[src/rtl/counter_seq_pkg.sv]
// Shared types and constants for the counter_sequencer slice: state codes,
// button indices, seven-segment patterns and the count advance helper.
package counter_seq_pkg;

  typedef enum logic [1:0] {
    ST_IDLE  = 2'b00,
    ST_RUN   = 2'b01,
    ST_PAUSE = 2'b10
  } state_t;

  localparam int BTN_START = 0;
  localparam int BTN_STEP  = 1;
  localparam int BTN_LOAD  = 2;
  localparam int BTN_CLEAR = 3;

  // Segment order a..g, active-low.
  localparam logic [6:0] SEG_0     = 7'b0000001;
  localparam logic [6:0] SEG_1     = 7'b1001111;
  localparam logic [6:0] SEG_2     = 7'b0010010;
  localparam logic [6:0] SEG_3     = 7'b0000110;
  localparam logic [6:0] SEG_4     = 7'b1001100;
  localparam logic [6:0] SEG_5     = 7'b0100100;
  localparam logic [6:0] SEG_6     = 7'b0100000;
  localparam logic [6:0] SEG_7     = 7'b0001111;
  localparam logic [6:0] SEG_8     = 7'b0000000;
  localparam logic [6:0] SEG_9     = 7'b0000100;
  localparam logic [6:0] SEG_BLANK = 7'b1111111;

  typedef struct packed {
    state_t     state;
    logic [3:0] count;
    logic       tick;
  } seq_dbg_t;

  function automatic logic [6:0] seg_decode(input logic [3:0] value);
    case (value)
      4'd0:    seg_decode = SEG_0;
      4'd1:    seg_decode = SEG_1;
      4'd2:    seg_decode = SEG_2;
      4'd3:    seg_decode = SEG_3;
      4'd4:    seg_decode = SEG_4;
      4'd5:    seg_decode = SEG_5;
      4'd6:    seg_decode = SEG_6;
      4'd7:    seg_decode = SEG_7;
      4'd8:    seg_decode = SEG_8;
      4'd9:    seg_decode = SEG_9;
      default: seg_decode = SEG_BLANK;
    endcase
  endfunction

  // One step of a mod-(max+1) counter in either direction, wrapping at the ends.
  function automatic logic [3:0] advance(input logic [3:0] value,
                                         input logic       down,
                                         input logic [3:0] max);
    if (down) advance = (value == 4'd0) ? max : value - 4'd1;
    else      advance = (value == max)  ? 4'd0 : value + 4'd1;
  endfunction

endpackage

[src/rtl/counter_sequencer_if.sv]
// Board-side signal bundle of the counter_sequencer: switches, virtual
// buttons, display outputs and a debug view of the sequencer state.
interface counter_sequencer_if;
  import counter_seq_pkg::*;

  // All signals are plain levels; there is no valid/ready handshake. Buttons
  // are asynchronous and are conditioned inside the block.
  logic [17:0] SW;
  logic [3:0]  V_BT;
  logic [0:6]  HEX4;
  logic [3:0]  LEDR;
  logic [1:0]  LEDG;
  seq_dbg_t    dbg;

  modport master (output SW, V_BT, input HEX4, LEDR, LEDG, dbg);
  modport slave  (input SW, V_BT, output HEX4, LEDR, LEDG, dbg);
endinterface

[src/rtl/counter_sequencer_btn_cond.sv]
// btn_cond: 2-flop synchronizer, optional counter debounce (SEQ_DEBOUNCE_EN)
// and rising-edge detector producing a one-cycle press pulse for one button.
module btn_cond #(
  parameter int DEB_CYCLES = 500_000
) (
  input  logic clk,
  input  logic rst,
  input  logic btn,
  output logic press
);

  logic [1:0] sync_q;
  logic       level;
  logic       level_prev_q;

  always_ff @(posedge clk or posedge rst) begin
    if (rst) sync_q <= 2'b00;
    else     sync_q <= {sync_q[0], btn};
  end

`ifdef SEQ_DEBOUNCE_EN
  localparam int DW = (DEB_CYCLES > 1) ? $clog2(DEB_CYCLES + 1) : 1;
  localparam logic [DW-1:0] DEB_LAST = DW'(DEB_CYCLES - 1);

  logic [DW-1:0] deb_cnt_q;
  logic          deb_level_q;

  // The filtered level flips on the DEB_CYCLES-th consecutive differing sample.
  always_ff @(posedge clk or posedge rst) begin
    if (rst) begin
      deb_cnt_q   <= '0;
      deb_level_q <= 1'b0;
    end else if (sync_q[1] == deb_level_q) begin
      deb_cnt_q   <= '0;
    end else if (deb_cnt_q == DEB_LAST) begin
      deb_cnt_q   <= '0;
      deb_level_q <= sync_q[1];
    end else begin
      deb_cnt_q   <= deb_cnt_q + 1'b1;
    end
  end

  assign level = deb_level_q;
`else
  localparam bit unused_deb_cycles = (DEB_CYCLES > 0);
  assign level = sync_q[1];
`endif

  always_ff @(posedge clk or posedge rst) begin
    if (rst) level_prev_q <= 1'b0;
    else     level_prev_q <= level;
  end

  assign press = level & ~level_prev_q;

endmodule

[src/rtl/counter_sequencer.sv]
// counter_sequencer: run/pause/step/load controller for the mod-N display
// counter. Define SEQ_DEBOUNCE_EN to add the counter debounce on each button.
module counter_sequencer
  import counter_seq_pkg::*;
#(
  parameter int MOD        = 8,
  parameter int TICK_DIV   = 50_000_000,
  parameter int DEB_CYCLES = 500_000
) (
  input logic                CLOCK_50,
  counter_sequencer_if.slave io
);

  localparam int PW = (TICK_DIV > 1) ? $clog2(TICK_DIV) : 1;
  localparam logic [PW-1:0] PRESC_MAX = PW'(TICK_DIV - 1);
  localparam logic [3:0]    COUNT_MAX = 4'(MOD - 1);

  logic          rst;
  logic [3:0]    press;
  logic          unused_sw;

  state_t        state_q, state_d;
  logic [3:0]    count_q, count_d;
  logic [PW-1:0] presc_q, presc_d;
  logic          tick;
  logic [3:0]    load_value;

  assign rst       = io.SW[17];
  assign unused_sw = ^io.SW[15:4];

  for (genvar i = 0; i < 4; i++) begin : g_btn
    btn_cond #(.DEB_CYCLES(DEB_CYCLES)) u_btn (
      .clk   (CLOCK_50),
      .rst   (rst),
      .btn   (io.V_BT[i]),
      .press (press[i])
    );
  end

  // Out-of-range load values saturate to the top of the count range.
  assign load_value = (io.SW[3:0] > COUNT_MAX) ? COUNT_MAX : io.SW[3:0];

  always_ff @(posedge CLOCK_50 or posedge rst) begin
    if (rst) begin
      state_q <= ST_IDLE;
      count_q <= 4'd0;
      presc_q <= '0;
    end else begin
      state_q <= state_d;
      count_q <= count_d;
      presc_q <= presc_d;
    end
  end

  always_comb begin
    state_d = state_q;
    count_d = count_q;
    tick    = (state_q == ST_RUN) && (presc_q == PRESC_MAX);
    presc_d = '0;
    if (state_q == ST_RUN) presc_d = tick ? '0 : presc_q + 1'b1;

    if (press[BTN_CLEAR]) begin
      state_d = ST_IDLE;
      count_d = 4'd0;
      presc_d = '0;
    end else begin
      if (press[BTN_START]) begin
        case (state_q)
          ST_IDLE, ST_PAUSE: state_d = ST_RUN;
          ST_RUN:            state_d = ST_PAUSE;
          default:           state_d = ST_IDLE;
        endcase
      end
      // Only one count update per cycle: load, then step, then tick.
      if (press[BTN_LOAD]) begin
        count_d = load_value;
      end else if (!press[BTN_START]) begin
        if (press[BTN_STEP] && (state_q != ST_RUN)) count_d = advance(count_q, io.SW[16], COUNT_MAX);
        else if (tick)                               count_d = advance(count_q, io.SW[16], COUNT_MAX);
      end
    end
  end

  always_comb begin
    io.LEDG      = state_q;
    io.LEDR      = count_q;
    io.HEX4      = seg_decode(count_q);
    io.dbg.state = state_q;
    io.dbg.count = count_q;
    io.dbg.tick  = tick;
  end

endmodule

[src/flat_wrapper.sv]
// flat-port wrapper written by rule: the top's interface ports become plain ports
module counter_sequencer_flat import counter_seq_pkg::*;
#(
  parameter int MOD        = 8,
  parameter int TICK_DIV   = 50_000_000,
  parameter int DEB_CYCLES = 500_000
)
  (CLOCK_50, io_SW, io_V_BT, io_HEX4, io_LEDR, io_LEDG, io_dbg);
  counter_sequencer_if io_i ();
  input logic CLOCK_50;
  input wire logic [$bits(io_i.SW)-1:0] io_SW;
  input wire logic [$bits(io_i.V_BT)-1:0] io_V_BT;
  output wire logic [$bits(io_i.HEX4)-1:0] io_HEX4;
  output wire logic [$bits(io_i.LEDR)-1:0] io_LEDR;
  output wire logic [$bits(io_i.LEDG)-1:0] io_LEDG;
  output wire logic [$bits(io_i.dbg)-1:0] io_dbg;
  assign io_i.SW = io_SW;
  assign io_i.V_BT = io_V_BT;
  assign io_HEX4 = io_i.HEX4;
  assign io_LEDR = io_i.LEDR;
  assign io_LEDG = io_i.LEDG;
  assign io_dbg = io_i.dbg;
  counter_sequencer #(.MOD(MOD), .TICK_DIV(TICK_DIV), .DEB_CYCLES(DEB_CYCLES)) u_core (.CLOCK_50(CLOCK_50), .io(io_i));
endmodule
[config.mk]
export PLATFORM = sky130hd
export DESIGN_NAME = counter_sequencer_flat
export DESIGN_NICKNAME = d
export VERILOG_FILES = /design/src/rtl/counter_seq_pkg.sv /design/src/rtl/counter_sequencer_if.sv /design/src/rtl/counter_sequencer_btn_cond.sv /design/src/rtl/counter_sequencer.sv /design/src/flat_wrapper.sv
export SDC_FILE = /design/constraint.sdc
export NUM_CORES = 1
export LEC_CHECK = 0
export CORE_ASPECT_RATIO = 1.75
export CORE_MARGIN = 2
export CORE_UTILIZATION = 45
export CTS_CLUSTER_DIAMETER = 60
export DETAILED_ROUTE_END_ITERATION = 8
export PLACE_DENSITY = 0.79
export SKIP_LAST_GASP = 1
export SYNTH_ARGS = -nofsm -noshare
export SYNTH_HDL_FRONTEND = slang
export SYNTH_SLANG_ARGS = --single-unit
[constraint.sdc]
create_clock -name CLOCK_50 -period 2.3 [get_ports CLOCK_50]
set_input_delay 0.46 -clock CLOCK_50 [delete_from_list [all_inputs] [get_ports CLOCK_50]]
set_output_delay 0.46 -clock CLOCK_50 [all_outputs]
set_load 0.05 [all_outputs]
==> reports/qor.yml, run 1 <==
route:
  drcViolationCount: 0
  drt-pass1-iter-count: 4
  vias: 1880
  drtIter0Drc: 97
  post_drt_wl_per_cell_um: 14.6
  drtAntennaViolNets: 0
  wl_um: 4900
  drt-vias-per-instance: 5.61
die:
  io_pins: 43
  die-height_um: 100
  die_w_um: 59.0
  die_area_sq_um: 5920
  core_sq_um: 5170
  placementRows: 35
  initial_core_util_pct: 46.1
global_routing:
  grt_start_max_net_pins: 45
  track_usage_pct: 18.5
  antenna_found_initial: 0
  grt_pass1_wl_um: 8420
  globalRoute.totalOverflow: 0
  grt_pass1_vias: 1901
timing:
  period_share_pct: 98.1
  fin_skew_ns: 0.00465
  fin_crit_ns: 2.26
  slew_headroom_pct: 50.8
  slew_violations: 0
  final.setup.tns_ns: 0
  rsz0062_at_grt: "yes"
  finalSetupViolCount: 0
  fmax_mhz: 443
  hold_viol_final: 0
  tightestPinTransition_ns: 0.734
final_layout:
  insertedDiodeCount: 0
  drive_gt1_share_pct: 11.4
  syn2layout_area_growth_pct: 20.6
  final_nets: 309
power:
  leakage_nw: 1.18
  p_int_mw: 1.38
  p_sw_uw: 854
  power_density_nw_per_um2: 776
  p_clk_share_pct: 19.9
  p_sw_share_pct: 38.3
  pwr-share-seq_pct: 39.1
  peakVddDrop_mv: 0.263
  p_comb_share_pct: 41.0
  finalPower_mw: 2.23
clocking:
  cts.sinks: 44
  cts_max_level: 2
  clk_path_buf_depth: 2
  clockRootBuffer: "clkbuf_8"
  clk_latency_ns: 0.29
  path_clk_slew_ns: 0.07
  cts_tree: "yes"
  post_cts_buffers: 0
  numCtsBuffers: 5
synthesis:
  synthTopCellsByArea: "dfrtp_1 46%, nor2_1 5.8%, xnor2_1 5.5%, nand2_1 3.3%, xor2_1 3.3%"
  ys_seq_area_share_pct: 46.2
  synth_cells: 251
  synth-seq-cells: 44
  yosysTopAreaCellShare_pct: 46.2
  synth_fp_nets: 280
  ys_warn_count: 0
  synthMostInstantiatedCell: "dfrtp_1"
  synth_ff_type: "dfrtp_1"
  avgSynthCellArea_sq_um: 9.50
  synthTopCellsByCount: "44 x dfrtp_1, 37 x nor2_1, 21 x nand2_1, 15 x nand3_1, 15 x xnor2_1"
  synth_top_area_cell: "dfrtp_1"
  syn_area_sq_um: 2380
  synth.distinct_cells: 43
  async_reset_ff_share_pct: 100
  synth_edf_count: 0
critical_path:
  cp-start-kind: "flip-flop"
  path_max_fanout: 15
  worstPathArrival_ns: 1.80
  slowest_delay_ns: 0.89
  worstPathRequired_ns: 1.84
  cp_top_family: "buffers and inverters"
  path_cells: "clkdlybuf4s50_1"
  path_class: "reg2out"
  slowest_stage: "clkdlybuf4s50_1"
  end_kind: "output pin"
  path_buf_inv: 1
hold_path:
  hp-class: "reg2reg"
run:
  max_cap_viol_count: 0
place:
  hpwl_um: 3590
  io_buffers: 30
  place.gp.congestion: 0.863
outcome:
  run_status: "finished, final reports clean"
==> sequential cells by signal (all words and copies together) (netlist names) <==
name                             flops
u_core.io.LEDR                       4
u_core.g_btn.u_btn.sync_q            8
u_core.io.LEDG                       2
u_core.g_btn.u_btn.level_prev_q      4
u_core.presc_q                      26
==> power by group through the flow <==
stage,Combinational (mW),Sequential (mW),Clock (mW)
finish,0.915,0.872,0.444
detailed placement,0.917,0.883,0
global placement,0.906,0.881,0
global route,0.978,0.879,0.488
CTS,0.921,0.869,0.457
floorplan,0.551,0.931,0
==> worst reg2reg max path, cell delays in order, from the launching register on <==
cell and delay (ns):
dfrtp_1 0.44, or4b_4 0.58, nor4_4 0.33, and3_1 0.23, or2_1 0.15, buf_12 0.17
nor2_1 0.07
==> final timing paths <==
check | slack (ns) | start | endpoint | cells after the start
worst max-delay path | 0.04 | u_core.io.LEDR[2] | io_dbg[3] | 1
worst min-delay path | 0.36 | u_core.g_btn[3].u_btn.sync_q[0] | u_core.g_btn[3].u_btn.sync_q[1] | 0
worst max register to register | 0.21 | u_core.presc_q[9] | u_core.presc_q[20] | 6
worst min register to register | 0.36 | u_core.g_btn[3].u_btn.sync_q[0] | u_core.g_btn[3].u_btn.sync_q[1] | 0
max in group asynchronous | 1.56 | io_SW[17] | u_core.presc_q[22] | 3
min in group asynchronous | 0.52 | io_SW[17] | u_core.g_btn[1].u_btn.sync_q[0] | 3
==> what timing repair did <==
item | 4_1_cts | 5_1_grt
hold buffers | 0 | 0
gates cloned | 0 | 0
pin swaps | 0 | 0
resized for setup | 1 | 4
setup endpoints to repair | 1 | 7
==> kinds of logic after synthesis <==
logic type,synth area share (%)
simple gates,28.2
flops,46.2
buf+inv,5.98
xor+xnor,8.82
compound gates,5.93
fa+ha+maj,3.15
mux,1.68
==> metrics by stage <==
step	hold slack [ns]	cells	instance area [sq um]	worst slack, ns	util [%]
after floorplan	0.331	251	2390	-0.147	-
after global placement	0.334	328	2790	0.188	53.9
after detailed placement	0.340	328	2790	0.177	53.9
after CTS	0.357	335	2870	0.0118	55.5
after global routing	0.371	335	2880	-0.0514	55.6
final	0.357	335	2880	0.0433	55.6
==> metal layers <==
metal | global-route usage, % | share of wire, % | up-vias
met4 | 9.97 | 3.2 | 0
met2 | 34.4 | 56 | 41
met5 | 0 | 0 | -
li1 | - | - | 903
met3 | 2.84 | 2.8 | 11
met1 | 18.9 | 38 | 925
==> layout make-up <==
cell class / count / area, sq um
fillers: 450 / 2290
multi-input cells: 181 / 1150
flip-flops and latches: 44 / 1100
repair buffers: 37 / 435
clock buffers: 6 / 72.6
well taps: 55 / 68.8
inverters: 11 / 41.3
clock inverters: 1 / 5.00
==> cells in the final DEF (no fill, tap or decap), types with 4 or more instances in the layout <==
cell | synthesis | layout
nand3_1 | 15 | 15
dfrtp_1 | 44 | 42
nor3_1 | 6 | 6
nand2_1 | 21 | 21
nor2b_1 | 5 | 5
buf_4 | 8 | 7
buf_12 | 0 | 8
nand4_1 | 4 | 4
ha_1 | 6 | 6
clkdlybuf4s50_1 | 0 | 21
xnor2_1 | 15 | 15
clkbuf_8 | 0 | 5
a21oi_1 | 6 | 6
inv_1 | 11 | 11
xor2_1 | 9 | 9
nor2_1 | 37 | 35
nand2b_1 | 7 | 7
o21ai_0 | 7 | 7
Note: power is estimated with default switching activity, not from simulation.
==> run 2, diff against run 1 <==
--- a/config.mk
+++ b/config.mk
@@ -8,10 +8,12 @@
 export CORE_ASPECT_RATIO = 1.75
 export CORE_MARGIN = 2
 export CORE_UTILIZATION = 45
+export CTS_BUF_LIST = sky130_fd_sc_hd__clkbuf_2
 export CTS_CLUSTER_DIAMETER = 60
 export DETAILED_ROUTE_END_ITERATION = 8
 export PLACE_DENSITY = 0.79
 export SKIP_LAST_GASP = 1
 export SYNTH_ARGS = -nofsm -noshare
 export SYNTH_HDL_FRONTEND = slang
+export SYNTH_HIERARCHICAL = 1
 export SYNTH_SLANG_ARGS = --single-unit
==> constraint.sdc (replaced) <==
create_clock -name CLOCK_50 -period 2.1 [get_ports CLOCK_50]
set_input_delay 0.42 -clock CLOCK_50 [delete_from_list [all_inputs] [get_ports CLOCK_50]]
set_output_delay 0.42 -clock CLOCK_50 [all_outputs]
set_load 0.05 [all_outputs]
==> run 2 against run 1 <==
Effect of this change:
- the flow now finishes with violations (setup timing)
- count of clock-buffer cells in the layout is 1 lower
- via count is 16% higher
- flip-flop and latch count stayed put
- power is 66% higher
- cell count is 11% higher
- global-route usage is 3.4 points higher
- first-iteration DRC count is 19% higher
- critical endpoint is now io_dbg[0]
- synthesized cell count is 2.4% higher
- die area is 3.0% higher
- clock skew is 0.0014 ns lower
- critical path depth is 4 higher
==> reports/qor.yml, run 2 <==
run:
  max_cap_viol_count: 0  # unchanged
place:
  placed_cells: 336  # +2.4%
  postPlaceCellArea_sq_um: 2880  # +3.2%
  place.gp.congestion: 0.822  # -4.8%
  hpwl_um: 3730  # +3.9%
  dp_worst_setup_slack_ns: 0.0730  # -0.104 ns
  io_buffers: 30  # unchanged
final_layout:
  post-route-cell-area_sq_um: 3410  # +19%
  reg_top3: "u_core/presc_q (26), u_core/g_btn.u_btn/sync_q (8)"
  drive_gt1_share_pct: 34.0  # +23 points
  postLayoutCoreUtil_pct: 64.9  # +9.3 points
  fin_cells: 373  # +11%
  insertedDiodeCount: 0  # unchanged
  final_common_cell: "dfrtp_1"
  syn2layout_area_growth_pct: 38.7
  regMostFlops: "u_core/presc_q"
  multi_input_area_sq_um: 1420  # +24%
  seqCellArea_sq_um: 1110  # +0.45%
  largest_reg_flops: 26  # unchanged
  layout_common_cells: "38 x dfrtp_1, 35 x buf_4, 20 x nor2_1"
  n_fill_cell: 389  # -14%
  final_nets: 346  # +12%
die:
  initial_core_util_pct: 46.8  # +0.66 points
  die-height_um: 102  # +1.5%
  io_pins: 43  # unchanged
  die_area_sq_um: 6090  # +3.0%
  core_sq_um: 5260  # +1.7%
  die_w_um: 59.9  # +1.5%
  placementRows: 35  # unchanged
power:
  peakVddDrop_mv: 0.407  # +55%
  leakage_nw: 1.42  # +20%
  finalPower_mw: 3.69  # +66%
  power_density_nw_per_um2: 1080  # +40%
timing:
  tightestPinTransition_ns: 0.499  # -0.235 ns
  hold_viol_final: 0  # unchanged
  whs_ns: 0.252  # -0.105 ns
  fin_crit_ns: 2.24
  slew_headroom_pct: 66.9  # +16 points
  period_share_pct: 107
  rsz0062_at_grt: "yes"
  fin_skew_ns: 0.00327  # -0.00138 ns
  slew_violations: 0  # unchanged
  finalSetupViolCount: 6  # +6
  fmax_mhz: 446
  final.setup.tns_ns: -0.535  # -0.535 ns
  setup_ws_ns: -0.141  # -0.184 ns
global_routing:
  track_usage_pct: 21.9  # +3.4 points
  grt_pass1_wl_um: 10100  # +20%
  grt_start_max_net_pins: 33  # -27%
  globalRoute.totalOverflow: 0  # unchanged
  grt_pass1_vias: 2192  # +15%
  antenna_found_initial: 0  # unchanged
clocking:
  clk_latency_ns: 0.41  # +0.12 ns
  numCtsBuffers: 5  # unchanged
  cts_max_level: 2  # unchanged
  clk_path_buf_depth: 2  # unchanged
  cts_tree: "yes"
  clockRootBuffer: "clkbuf_2"
  path_clk_slew_ns: 0.23  # +0.16 ns
  cts.sinks: 44  # unchanged
synthesis:
  synth_fp_nets: 286  # +2.1%
  synth-seq-cells: 44  # unchanged
  ys_warn_count: 6  # +6
  synth_top_area_cell: "dfrtp_1"
  synth.distinct_cells: 43  # unchanged
  syn_area_sq_um: 2460  # +3.1%
  avgSynthCellArea_sq_um: 9.57  # +0.74%
  yosysTopAreaCellShare_pct: 44.8  # -1.4 points
  ys_seq_area_share_pct: 44.8  # -1.4 points
  synthTopCellsByArea: "dfrtp_1 45%, a21oi_1 4.9%, nor2_1 3.8%, ha_1 3.1%, o21ai_0 2.8%"
  async_reset_ff_share_pct: 100  # unchanged
  synthTopCellsByCount: "44 x dfrtp_1, 25 x nor2_1, 24 x a21oi_1, 14 x o21ai_0, 13 x nand2_1"
  synth_edf_count: 0  # unchanged
  synthMostInstantiatedCell: "dfrtp_1"
  synth_ff_type: "dfrtp_1"
  synth_cells: 257  # +2.4%
critical_path:
  path_class: "reg2out"
  worstPathArrival_ns: 1.82  # +0.02 ns
  worstPathRequired_ns: 1.68  # -0.16 ns
  path_max_fanout: 2  # -13
  end_kind: "output pin"
  cp-start-kind: "flip-flop"
route:
  wl_um: 6210  # +27%
  drt-vias-per-instance: 5.87  # +4.5%
  drcViolationCount: 0  # unchanged
  vias: 2188  # +16%
  drt-pass1-iter-count: 4  # unchanged
  drtIter0Drc: 115  # +19%
  drtAntennaViolNets: 0  # unchanged
  post_drt_wl_per_cell_um: 16.6  # +14%
hold_path:
  hp-class: "in2async"
outcome:
  run_status: "finished with violations"
  failed_checks: "setup timing"
[run 2: cell types whose count changed in the layout (fill, tap and decap cells not counted), sizes merged, moves of 5 or more]
cell           delta
a21oi            +19
buf              +35
o31ai             +5
nand2             -8
or3               +6
dlygate4sd2      +10
o21ai             +7
clkdlybuf4s50    -11
nor2             -12
xnor2             -9
[run 2: timing repair]
item                                    in CTS  in global routing
pin swaps                                   15                  8
hold buffers                                 0                  0
endpoints found under the setup margin      18                  8
setup buffers                               23                  7
gates resized for setup                     54                 15
[run 2: logic make-up (layout without fill, tap and decap cells)]
group                      after synthesis  in the layout  share of synthesized area, %
xor gates and xnor gates                12             12                          4.27
buffers and inverters                   29             90                          6.51
adders and majority gates                6              6                          3.05
and+or+nand+nor                        109            109                          27.0
AOI/OAI and AO/OA                       51             51                          11.9
muxes                                    6              6                          2.44
DFF                                     44             44                          44.8
[run 2: path summary, 6_finish.rpt]
path	slack, ns	end	cells past startpoint	from
min reg2reg	0.38	u_core/g_btn[0].u_btn/sync_q[1]	0	u_core/g_btn[0].u_btn/sync_q[0]
min	0.25	u_core/g_btn[3].u_btn/sync_q[0]	2	io_SW[17]
min in group CLOCK_50	0.38	u_core/g_btn[0].u_btn/sync_q[1]	0	u_core/g_btn[0].u_btn/sync_q[0]
max	-0.14	io_dbg[0]	5	u_core/presc_q[9]
max in group asynchronous	1.30	u_core/io.LEDR[3]	3	io_SW[17]
max reg2reg	0.10	u_core/io.LEDR[3]	6	u_core/io.LEDR[0]
[run 2: power by group]
| group | internal (mW) | switching, mW | total [mW] |
|---|---|---|---|
| sequential | 0.903 | 0.102 | 1.00 |
| combinational | 0.954 | 1.24 | 2.20 |
| clock | 0.205 | 0.287 | 0.492 |
[run 2: layer usage]
metal / vias to the layer above / part of all wire, % / track usage (%)
met2: 66 / 57 / 41.2
met3: 24 / 3.4 / 3.58
met4: 0 / 4.5 / 9.57
met5: - / 0 / 0
met1: 1073 / 35 / 22.5
li1: 1025 / - / -
[run 2: layout make-up]
type | count | area share [%]
multi-input cells | 184 | 41.6
flip-flops and latches | 44 | 32.5
repair buffers | 70 | 20.1
well taps | 55 | 2.02
inverters | 12 | 1.72
clock inverters | 3 | 1.36
clock buffers | 5 | 0.734
[run 2: critical path, stage by stage (launching register included)]
cell,delay [ns]
dfrtp_2,0.49
nor4bb_4,0.32
and4_4,0.26
nand3_2,0.08
nor2_4,0.12
buf_12,0.14
==> run 3, diff against run 2 <==
--- a/config.mk
+++ b/config.mk
@@ -11,6 +11,7 @@
 export CTS_BUF_LIST = sky130_fd_sc_hd__clkbuf_2
 export CTS_CLUSTER_DIAMETER = 60
 export DETAILED_ROUTE_END_ITERATION = 8
+export HOLD_SLACK_MARGIN = 0.1
 export PLACE_DENSITY = 0.79
 export SKIP_LAST_GASP = 1
 export SYNTH_ARGS = -nofsm -noshare
==> results of run 3 <==
No change in the layout: final DEF, timing and power equal those of run 2.
